File: config.mk
export PLATFORM = sky130hd
export DESIGN_NAME = video_top
export DESIGN_NICKNAME = d
export VERILOG_FILES = /design/src/rtl/video_pkg.sv /design/src/rtl/video_top_vga_timing.sv /design/src/rtl/video_top.sv
export SDC_FILE = /design/constraint.sdc
export NUM_CORES = 1
export LEC_CHECK = 0
export CAP_MARGIN = 40
export CORE_MARGIN = 10
export CORE_UTILIZATION = 45
export DETAILED_ROUTE_END_ITERATION = 12
export HOLD_SLACK_MARGIN = 0.02
export MAX_ROUTING_LAYER = met4
export PLACE_DENSITY = 0.68
export RECOVER_POWER = 25
export SKIP_CTS_REPAIR_TIMING = 1
export SLEW_MARGIN = 20
export SYNTH_ARGS = -nofsm -noshare
export SYNTH_HDL_FRONTEND = slang
export SYNTH_SLANG_ARGS = --single-unit
File: constraint.sdc
create_clock -name fpga_CLK -period 5.69 [get_ports fpga_CLK]
set_clock_uncertainty 0.1 [all_clocks]
set_input_delay 0.569 -clock fpga_CLK [delete_from_list [all_inputs] [get_ports fpga_CLK]]
set_output_delay 0.569 -clock fpga_CLK [all_outputs]
set_load 0.01 [all_outputs]
File: src/rtl/video_pkg.sv
// Shared constants for the video block: default VGA timing, colour width,
// and the grid rule used by the test pattern.
package video_pkg;

    localparam int HDISP_DEF         = 800;
    localparam int VDISP_DEF         = 480;
    localparam int HFP_DEF           = 40;
    localparam int HPULSE_DEF        = 48;
    localparam int HBP_DEF           = 40;
    localparam int VFP_DEF           = 13;
    localparam int VPULSE_DEF        = 3;
    localparam int VBP_DEF           = 29;
    localparam int HEARTBEAT_DIV_DEF = 25_000_000;

    localparam int COLOR_W = 8;

    typedef logic [COLOR_W-1:0] color_t;

    // A grid line falls on every 16th column and every 16th row.
    function automatic logic grid_on(input logic [3:0] x_lo, input logic [3:0] y_lo);
        return (x_lo == 4'd0) || (y_lo == 4'd0);
    endfunction

endpackage

File: src/rtl/video_top_vga_timing.sv
// VGA raster counters with combinational sync, active-area and pixel
// coordinate decode; the top registers these to align them with colour.
module vga_timing
    import video_pkg::*;
#(
    parameter int HDISP  = HDISP_DEF,
    parameter int VDISP  = VDISP_DEF,
    parameter int HFP    = HFP_DEF,
    parameter int HPULSE = HPULSE_DEF,
    parameter int HBP    = HBP_DEF,
    parameter int VFP    = VFP_DEF,
    parameter int VPULSE = VPULSE_DEF,
    parameter int VBP    = VBP_DEF,
    localparam int HTOTAL = HFP + HPULSE + HBP + HDISP,
    localparam int VTOTAL = VFP + VPULSE + VBP + VDISP,
    localparam int HW     = $clog2(HTOTAL),
    localparam int VW     = $clog2(VTOTAL)
) (
    input  logic          clk,
    input  logic          nrst,
    output logic          hs,
    output logic          vs,
    output logic          active,
    output logic          vs_start,
    output logic [HW-1:0] x,
    output logic [VW-1:0] y
);

    localparam logic [HW-1:0] H_LAST    = HW'(HTOTAL - 1);
    localparam logic [HW-1:0] H_SYNC_LO = HW'(HFP);
    localparam logic [HW-1:0] H_SYNC_HI = HW'(HFP + HPULSE);
    localparam logic [HW-1:0] H_ACT     = HW'(HFP + HPULSE + HBP);
    localparam logic [VW-1:0] V_LAST    = VW'(VTOTAL - 1);
    localparam logic [VW-1:0] V_SYNC_LO = VW'(VFP);
    localparam logic [VW-1:0] V_SYNC_HI = VW'(VFP + VPULSE);
    localparam logic [VW-1:0] V_ACT     = VW'(VFP + VPULSE + VBP);

    logic [HW-1:0] hcnt;
    logic [VW-1:0] vcnt;

    always_ff @(posedge clk) begin
        if (!nrst) begin
            hcnt <= '0;
            vcnt <= '0;
        end else if (hcnt == H_LAST) begin
            hcnt <= '0;
            vcnt <= (vcnt == V_LAST) ? '0 : vcnt + 1'b1;
        end else begin
            hcnt <= hcnt + 1'b1;
        end
    end

    // Stage p0: decode straight from the counters
    assign hs       = !((hcnt >= H_SYNC_LO) && (hcnt < H_SYNC_HI));
    assign vs       = !((vcnt >= V_SYNC_LO) && (vcnt < V_SYNC_HI));
    assign active   = (hcnt >= H_ACT) && (vcnt >= V_ACT);
    assign vs_start = (vcnt == V_SYNC_LO) && (hcnt == '0);
    assign x        = hcnt - H_ACT;
    assign y        = vcnt - V_ACT;

endmodule

File: src/rtl/video_top.sv
// Board-level video block: VGA timing, white grid test pattern on black,
// status LEDs and auxiliary-oscillator select.
module video_top
    import video_pkg::*;
#(
    parameter int HDISP         = HDISP_DEF,
    parameter int VDISP         = VDISP_DEF,
    parameter int HFP           = HFP_DEF,
    parameter int HPULSE        = HPULSE_DEF,
    parameter int HBP           = HBP_DEF,
    parameter int VFP           = VFP_DEF,
    parameter int VPULSE        = VPULSE_DEF,
    parameter int VBP           = VBP_DEF,
    parameter int HEARTBEAT_DIV = HEARTBEAT_DIV_DEF
) (
    input  logic               fpga_CLK,
    input  logic               fpga_NRST,
    input  logic               fpga_SW0,
    input  logic               fpga_SW1,
    output logic               fpga_LEDR0,
    output logic               fpga_LEDR1,
    output logic               fpga_LEDR2,
    output logic               fpga_LEDR3,
    output logic               fpga_SEL_CLK_AUX,
    output logic               VGA_CLK,
    output logic               VGA_HS,
    output logic               VGA_VS,
    output logic               VGA_BLANK,
    output logic               VGA_SYNC,
    output logic [COLOR_W-1:0] VGA_R,
    output logic [COLOR_W-1:0] VGA_G,
    output logic [COLOR_W-1:0] VGA_B
);

    localparam int HTOTAL = HFP + HPULSE + HBP + HDISP;
    localparam int VTOTAL = VFP + VPULSE + VBP + VDISP;
    localparam int HW     = $clog2(HTOTAL);
    localparam int VW     = $clog2(VTOTAL);
    localparam int HB_W   = (HEARTBEAT_DIV > 1) ? $clog2(HEARTBEAT_DIV) : 1;
    localparam logic [HB_W-1:0] HB_LAST = HB_W'(HEARTBEAT_DIV - 1);

    logic          hs;
    logic          vs;
    logic          active;
    logic          vs_start;
    logic [HW-1:0] x;
    logic [VW-1:0] y;

    vga_timing #(
        .HDISP  (HDISP),
        .VDISP  (VDISP),
        .HFP    (HFP),
        .HPULSE (HPULSE),
        .HBP    (HBP),
        .VFP    (VFP),
        .VPULSE (VPULSE),
        .VBP    (VBP)
    ) u_timing (
        .clk      (fpga_CLK),
        .nrst     (fpga_NRST),
        .hs       (hs),
        .vs       (vs),
        .active   (active),
        .vs_start (vs_start),
        .x        (x),
        .y        (y)
    );

    // Only the low nibble of each coordinate matters to the grid.
    logic unused_xy;
    assign unused_xy = &{1'b0, x[HW-1:4], y[VW-1:4]};

    logic            hs_p1;
    logic            vs_p1;
    logic            vld_p1;
    color_t          pix_p1;
    logic            led0_p1;
    logic            led1_p1;
    logic            led2_p1;
    logic            led3_p1;
    logic            sel_aux_p1;
    logic [HB_W-1:0] hb_cnt;

    // Stage p1: registered sync, blank, colour and board I/O
    always_ff @(posedge fpga_CLK) begin
        if (!fpga_NRST) begin
            hs_p1      <= 1'b1;
            vs_p1      <= 1'b1;
            vld_p1     <= 1'b0;
            pix_p1     <= '0;
            led0_p1    <= 1'b0;
            led1_p1    <= 1'b0;
            led2_p1    <= 1'b0;
            led3_p1    <= 1'b0;
            sel_aux_p1 <= 1'b0;
            hb_cnt     <= '0;
        end else begin
            hs_p1      <= hs;
            vs_p1      <= vs;
            vld_p1     <= active;
            pix_p1     <= (active && grid_on(x[3:0], y[3:0])) ? '1 : '0;
            led0_p1    <= fpga_SW0;
            led3_p1    <= fpga_SW1;
            sel_aux_p1 <= fpga_SW1;
            if (vs_start) begin
                led2_p1 <= ~led2_p1;
            end
            if (hb_cnt == HB_LAST) begin
                hb_cnt  <= '0;
                led1_p1 <= ~led1_p1;
            end else begin
                hb_cnt <= hb_cnt + 1'b1;
            end
        end
    end

    // The DAC latches on the falling edge of fpga_CLK, mid-way through each pixel.
    assign VGA_CLK          = ~fpga_CLK;
    assign VGA_HS           = hs_p1;
    assign VGA_VS           = vs_p1;
    assign VGA_BLANK        = vld_p1;
    assign VGA_SYNC         = 1'b0;
    assign VGA_R            = pix_p1;
    assign VGA_G            = pix_p1;
    assign VGA_B            = pix_p1;
    assign fpga_LEDR0       = led0_p1;
    assign fpga_LEDR1       = led1_p1;
    assign fpga_LEDR2       = led2_p1;
    assign fpga_LEDR3       = led3_p1;
    assign fpga_SEL_CLK_AUX = sel_aux_p1;

endmodule

==> impl_summary.md, run 1 <==
Synthesis
The fraction of registers with async set or reset after synthesis is 0. Among all flip-flop cells after synthesis, the most frequent one is sky130_fd_sc_hd__dfxtp_1. The synthesized-area fraction occupied by ao, oa, aoi and oai cells is 0.109. The area share of the leading cell type in the synthesized netlist is 0.398. Of the total synthesized cell area, the portion taken by AND, OR, NAND and NOR gates is 0.282. The biggest area contributor in the post-synthesis netlist is sky130_fd_sc_hd__dfxtp_1.

The count of flip-flops with a built-in enable after synthesis is 0. The share of synthesized area spent on multiplexers is 0. The total number of yosys warnings is 0. Of the total synthesized cell area, the portion taken by XOR and XNOR cells is 0.0722. By area the synthesized netlist is led by sky130_fd_sc_hd__dfxtp_1, sky130_fd_sc_hd__buf_4, sky130_fd_sc_hd__xnor2_1, sky130_fd_sc_hd__a21oi_1, sky130_fd_sc_hd__nor2_1. Of the total synthesized cell area, the portion taken by full adders, half adders and majority gates is 0.0328. The dominant combinational cell family by area after synthesis is simple AND/OR/NAND/NOR gates. The number of nets in the synthesized netlist is 332.

In this run, synthesis produced a sequential element count of 53. In the synthesized netlist, the number of instances is roughly 320. The sequential-to-total area share from yosys stat is 0.398.

The per-instance average area after synthesis is 8.31 µm². The synthesized netlist occupies a cell area of about 2700 µm². The number of distinct library cells after synthesis is 33.

Clock network
The clock slew at the register clock pins of the worst setup and hold paths is about 0.10 ns. The insertion delay of the later-clocked pin in the worst-skew pair is approximately 0.32 ns. The TritonCTS clock tree is built. Clock tree synthesis inserted a total of 5 buffers.

The H-tree generated during clock tree synthesis spans 2 levels. The master cell of the clock root buffer is sky130_fd_sc_hd__clkbuf_8. The number of buffers between clock root and the deepest sink is 2.

Worst setup path
Traced cell by cell, the critical path runs through clkbuf_8, clkbuf_8, inv_1, clkdlybuf4s50_1. On the critical path, the stage with the largest delay is an instance of sky130_fd_sc_hd__clkdlybuf4s50_1. STA puts the critical path data required time at around 5 ns. The startpoint type of the worst setup path is a clock port.

The type of element capturing the critical path is an output pin. Counting stages on the worst path, the most repeated cell is sky130_fd_sc_hd__clkbuf_8. The category of the most critical setup path is clk -> out. The signal arrival time at the worst endpoint is between 3 and 4 ns. Of all nets on the critical path, the largest fanout is 17. The largest single stage delay on the critical path is roughly 0.53 ns.

Route
Summing over every cut layer, the via total after detailed routing is around 2200. In the routed design, unresolved DRC markers number 0. The total wirelength of the detailed-routed design is about 5.5 mm. The first detailed-routing pass ran for 4 iterations. The detailed router's first-iteration violation count is about 110. The number of nets with antenna violations after detailed routing is 0. Dividing the detail-routed via count by the number of cells gives roughly 5.4.

The average wire length per cell after detail routing is around 14 µm.

Die
The placement row count is 27. The boundary pin count is 38. The die covers roughly 9400 µm². The die is 97.0 µm tall. The initial utilization of the core area, before any placement, comes to 0.473. The floorplan core area is around 5600 µm². The horizontal die dimension is 97.0 µm.

STA
Setup repair after global routing left no endpoint under its margin. The number of setup violations in the final report is 0. For the final routed database, the setup TNS stands at 0 ns. The count of final max-slew check failures is 0. The number of hold violations in the final report came to 0.

For the pin with the worst max-slew slack, the measured transition is 0.766 ns. The tightest slew margin relative to the limit is 0.486.

Power
The largest vdd supply drop is 146 µV. The power per cell area is 223 nW/µm². Summed over all cells, the static leakage comes to 0.973 nW.

Global route
In the global route stage, overall resource usage came out at 0.122. The initial antenna violation count is 0. The number of global-route vias before repair is a little over 2000. The remaining global-route overflow is 0. The wire length of the first global-routing pass is 9.69 mm. Entering global routing, the biggest net connects 25 pins.

Cells and area
The number of fillers in the final layout is 534. The commonest non-fill, non-tap cell in the layout is sky130_fd_sc_hd__dfxtp_1. The number of nets in the final layout is 341. The largest registers in the layout are hb_cnt (25), u_timing.hcnt (10), u_timing.vcnt (10). From synthesis to final layout, the design area changed by 12.4%. The register with the most flip-flops is hb_cnt. The flip-flop count of the largest register, all copies and words added is 25. The post-route core utilization is 0.532. In the layout the commonest cells are sky130_fd_sc_hd__dfxtp_1, sky130_fd_sc_hd__nor2_1, sky130_fd_sc_hd__clkdlybuf4s50_1, sky130_fd_sc_hd__a21oi_1, sky130_fd_sc_hd__nand2_1. The antenna cell count is 0. Of the cells placed in the final design, the portion with a size suffix greater than 1 is 0.0332.

Placement
Once detailed placement completed, the half-perimeter wirelength came to around 4 mm. The final estimated routing congestion in global placement is between 0.7 and 0.8. Port buffering added 36 buffers.

Status
The run finished with clean final reports.

Hold path
The path category of the worst min-delay check is reg -> reg.

Run
The reported max-cap violation count is 0.
==> stage by stage <==
step / hold slack (ns) / std cells / instance area [µm²] / total power (W) / setup WS (ns)
3_3_place_gp: 0.347 / 395 / 2890 / 0.000431 / 1.63
3_5_place_dp: 0.357 / 395 / 2890 / 0.000431 / 1.63
5_1_grt: 0.429 / 403 / 3000 / 0.000699 / 1.22
4_1_cts: 0.381 / 403 / 3000 / 0.000679 / 1.25
6_report: 0.373 / 403 / 3000 / 0.000669 / 1.28
2_1_floorplan: 0.330 / 321 / 2670 / 0.000409 / 2.10
==> logic make-up after synthesis <==
group	Yosys count
simple gates	137
compound gates	53
flops	53
buf+inv	48
xor+xnor	22
fa+ha+maj	7
other cells	1
==> worst paths after layout <==
path	start	endpoint	slack, ns	cells past startpoint
worst max-delay path	fpga_CLK	VGA_CLK	1.28	4
worst min register to register	u_timing.hcnt[0]	u_timing.hcnt[0]	0.37	1
worst min-delay path	u_timing.hcnt[0]	u_timing.hcnt[0]	0.37	1
worst max register to register	hb_cnt[0]	hb_cnt[9]	3.31	6
==> cell usage after synthesis (all sizes together), types with 2 or more instances <==
master	instances
a21oi	24
and2	4
and3	6
and4	4
buf	26
clkbuf	9
dfxtp	53
ha	7
inv	13
nand2	21
nand2b	2
nand3	18
nand4	11
nor2	30
nor3	7
nor3b	3
nor4	4
nor4b	2
o21ai	19
o31ai	7
or3	13
or4	11
xnor2	14
xor2	8
==> final cells by class <==
type / instances / area [µm²] / area share
Timing Repair Buffer: 36 / 358 / 0.119
Tap cell: 72 / 90.1 / 0.0300
Clock buffer: 7 / 104 / 0.0346
Clock inverter: 3 / 16.3 / 0.00542
Multi-Input combinational cell: 220 / 1330 / 0.442
Sequential cell: 53 / 1060 / 0.354
Inverter: 12 / 45.0 / 0.0150
==> routing by layer <==
layer | track usage | vias to the layer above | wire length, µm
met5 | - | - | 0
met4 | 0.0507 | 0 | 108
met3 | 0.0468 | 10 | 466
met2 | 0.173 | 57 | 2260
met1 | 0.150 | 1002 | 2680
li1 | - | 1124 | -
==> critical path: cells and delay by family <==
family / cells / cell delay (ns)
buf+inv: 4 / 0.90
==> where the power goes <==
part,internal (W),total (W),switching [W],leakage [nW]
Clock,0.000127,0.000268,0.000141,0.0664
Combinational,0.00000843,0.0000216,0.0000132,0.478
Sequential,0.000375,0.000379,0.00000441,0.429
Power figures use the tool's default switching activity.
==> run 2: changes to the inputs <==
Clock period 5.69 ns to 4.4 ns, I/O delays scaled along.
==> impl_summary.md, run 2 (same netlist as run 1, synthesis figures left out) <==
Worst setup path
The type of element capturing the critical path was an output pin (unchanged). The number of buffer and inverter stages on the critical path is 4 (unchanged). The delay of the slowest critical-path stage is 0.53 ns (about the same). The length in cells of the worst reg-to-reg path was 5 (was 6). The register-to-register path setup slack is 2.06 ns (was 3.31 ns).

The cell family with the largest share of critical-path delay is buffers and inverters (unchanged). The startpoint of the worst register-to-register path is u_timing.hcnt[0] (was hb_cnt[0]). The signal arrival time at the worst endpoint is 3.09 ns (was 3.74 ns).

The worst endpoint required time is 3.86 ns (was 5.02 ns). The maximum fanout encountered on the critical timing path is 16 (was 17). Worst-path cell chain: clkbuf_8, clkbuf_8, inv_1, clkdlybuf4s50_1 (unchanged).

The startpoint type of the worst setup path was a clock port (unchanged). The destination of the worst register-to-register timing path is u_timing.vcnt[6] (was hb_cnt[9]). The category of the most critical setup path is clk -> out (unchanged). The critical path startpoint was fpga_CLK (unchanged). The most used cell along the critical path is sky130_fd_sc_hd__clkbuf_8 (unchanged).

The cell at the slowest stage of the critical path is sky130_fd_sc_hd__clkdlybuf4s50_1 (unchanged).

Die
The die footprint is 9410 µm² (unchanged). The boundary pin count was 38 (unchanged). The floorplan core area is 5640 µm² (unchanged). The horizontal die dimension is 97.0 µm (unchanged). The initial cell density of the core is 0.473 (unchanged). The placement row count came to 27 (unchanged). The vertical die dimension came to 97.0 µm (unchanged).

Cells and area
The fraction of layout instances using a drive strength above 1 is 0.0332 (unchanged). The register with the most flip-flops was hb_cnt (unchanged). The count of non-filler cells in the finished layout is 403 (unchanged).

The commonest non-fill, non-tap cell in the layout is sky130_fd_sc_hd__dfxtp_1 (unchanged). The flip-flop count of the largest register, all copies and words added is 25 (unchanged). The number of nets in the final layout is 341 (unchanged). The antenna cell count is 0 (unchanged).

Registers with the most flip-flops: hb_cnt (25), u_timing.hcnt (10), u_timing.vcnt (10) (unchanged). Commonest cells after routing, fill and taps aside: sky130_fd_sc_hd__dfxtp_1, sky130_fd_sc_hd__nor2_1, sky130_fd_sc_hd__clkdlybuf4s50_1, sky130_fd_sc_hd__a21oi_1, sky130_fd_sc_hd__nand2_1 (unchanged). The growth of design area from synthesis to finish is 13.4% (was 12.4%).

The area of all placed cells without fillers is 3030 µm² (was 3000 µm²).

Clock network
The CTS H-tree depth is 2 (unchanged). The number of buffers between clock root and the deepest sink is 2 (unchanged). The insertion delay of the later-clocked pin in the worst-skew pair was 0.31 ns (was 0.32 ns). The CTS buffer count was 5 (unchanged).

The clock slew at the register clock pins of the worst setup and hold paths came to 0.10 ns (about the same). The master cell of the clock root buffer was sky130_fd_sc_hd__clkbuf_8 (unchanged). The TritonCTS clock tree is built (unchanged).

Power
The switching part of the total is 0.217 (was 0.237). The largest vdd supply drop is 189 µV (was 146 µV). The clock power share is 0.427 (was 0.401). The part of the power in registers came to 0.542 (was 0.567).

The cell-internal power is 0.000710 W (was 0.000511 W). The combinational group share of total power is 0.031 (was 0.032). The power per cell area was 299 nW/µm² (was 223 nW/µm²). The leakage power is 0.987 nW (was 0.973 nW). The switching component of the power is 0.000196 W (was 0.000159 W).

Hold path
The cell count of the worst hold path came to 1 (unchanged). The hold path endpoint is u_timing.hcnt[0] (unchanged). The source of the worst hold timing path is u_timing.hcnt[0] (unchanged). The path category of the worst min-delay check is reg -> reg (unchanged).

Global route
The total global routing track utilization is 0.121 (was 0.122). The wire length of the first global-routing pass was 9.69 mm (unchanged). The number of global-route vias before repair is 2092 (was 2076). The remaining global-route overflow is 0 (unchanged). The pin count of the biggest net entering global routing was 25 (unchanged). The initial antenna violation count is 0 (unchanged).

Route
The number of DRC violations after detailed routing was 0 (unchanged). The average wire length per cell after detail routing is 13.5 µm (was 13.7 µm). The number of optimization iterations in the first detailed-route pass is 4 (unchanged).

The detailed router's first-iteration violation count is 91 (was 113). The routed via count divided by cell count is 5.48 (was 5.44). The number of nets with antenna violations after detailed routing was 0 (unchanged). The total wirelength of the detailed-routed design was 5.43 mm (was 5.51 mm).

The via count of the routed design is 2209 (was 2193).

STA
The tightest slew margin relative to the limit is 0.508 (was 0.486). The measured slew at the worst slew-check pin is 0.733 ns (was 0.766 ns). RSZ-0062 raised after global routing: no (unchanged). The final worst slack is 0.771 ns (was 1.28 ns). The number of hold violations in the final report was 0 (unchanged). The setup total negative slack came to 0 ns (unchanged). The tightest hold margin is 0.379 ns (was 0.373 ns). The number of setup violations in the final report was 0 (unchanged). The count of final max-slew check failures is 0 (unchanged).

Run
The reported max-cap violation count is 0 (unchanged).

Placement
The instance count after placement with tap cells included is 395 (unchanged). The final estimated routing congestion in global placement is 0.785 (was 0.792). The setup slack at placement is 1.12 ns (was 1.63 ns). The number of buffers inserted by port buffering is 36 (unchanged). The placed wire-length estimate after detailed placement is 3.97 mm (was 4.06 mm).

The placed cell area is 2890 µm² (unchanged).

Status
Outcome: completed (unchanged).
## run 2: cell count changes in the layout (fill, tap and decap cells not counted)
cell,change
sky130_fd_sc_hd__clkbuf_16,+1
sky130_fd_sc_hd__clkdlybuf4s50_1,-1
sky130_fd_sc_hd__inv_4,-2
sky130_fd_sc_hd__dlygate4sd3_1,+1
sky130_fd_sc_hd__clkbuf_8,+1
## run 2: worst max-delay path by stage
stage,end,slack (ns),cells after the start
finish,VGA_CLK,0.77,4
global route,VGA_CLK,0.71,4
CTS,VGA_CLK,0.74,4
detailed placement,VGA_CLK,1.12,2
global placement,VGA_CLK,1.12,2
floorplan,VGA_CLK,1.59,1
## run 2: metrics by stage
| step | power (W) | utilization |
|---|---|---|
| after global placement | 0.000556 | 0.513 |
| after detailed placement | 0.000557 | 0.513 |
| final | 0.000906 | 0.536 |
| after CTS | 0.000919 | 0.536 |
| after floorplan | 0.000528 | - |
| after global routing | 0.000944 | 0.536 |
## run 2: layout make-up
class	instances	area (µm²)
clock buffer	9	143
fill	524	2620
multi-input combinational	220	1330
clock inverter	1	3.75
inverter	12	45.0
tap	72	90.1
sequential	53	1060
timing repair buffer	36	358
## run 2: per-layer routing
metal / routed length (µm) / part of all wire / global-route usage / up-vias
met5: 0 / 0 / - / -
li1: - / - / - / 1133
met2: 2260 / 0.42 / 0.171 / 60
met3: 437 / 0.080 / 0.0468 / 8
met4: 108 / 0.020 / 0.0474 / 0
met1: 2630 / 0.48 / 0.152 / 1008
## run 2: power groups by stage
| stage | sequential (W) | combinational, W | clock (W) |
|---|---|---|---|
| global placement | 0.000502 | 0.0000287 | 0.0000263 |
| finish | 0.000491 | 0.0000281 | 0.000387 |
| global route | 0.000492 | 0.0000321 | 0.000420 |
| detailed placement | 0.000502 | 0.0000289 | 0.0000263 |
| CTS | 0.000491 | 0.0000290 | 0.000399 |
| floorplan | 0.000501 | 0.0000182 | 0.00000893 |
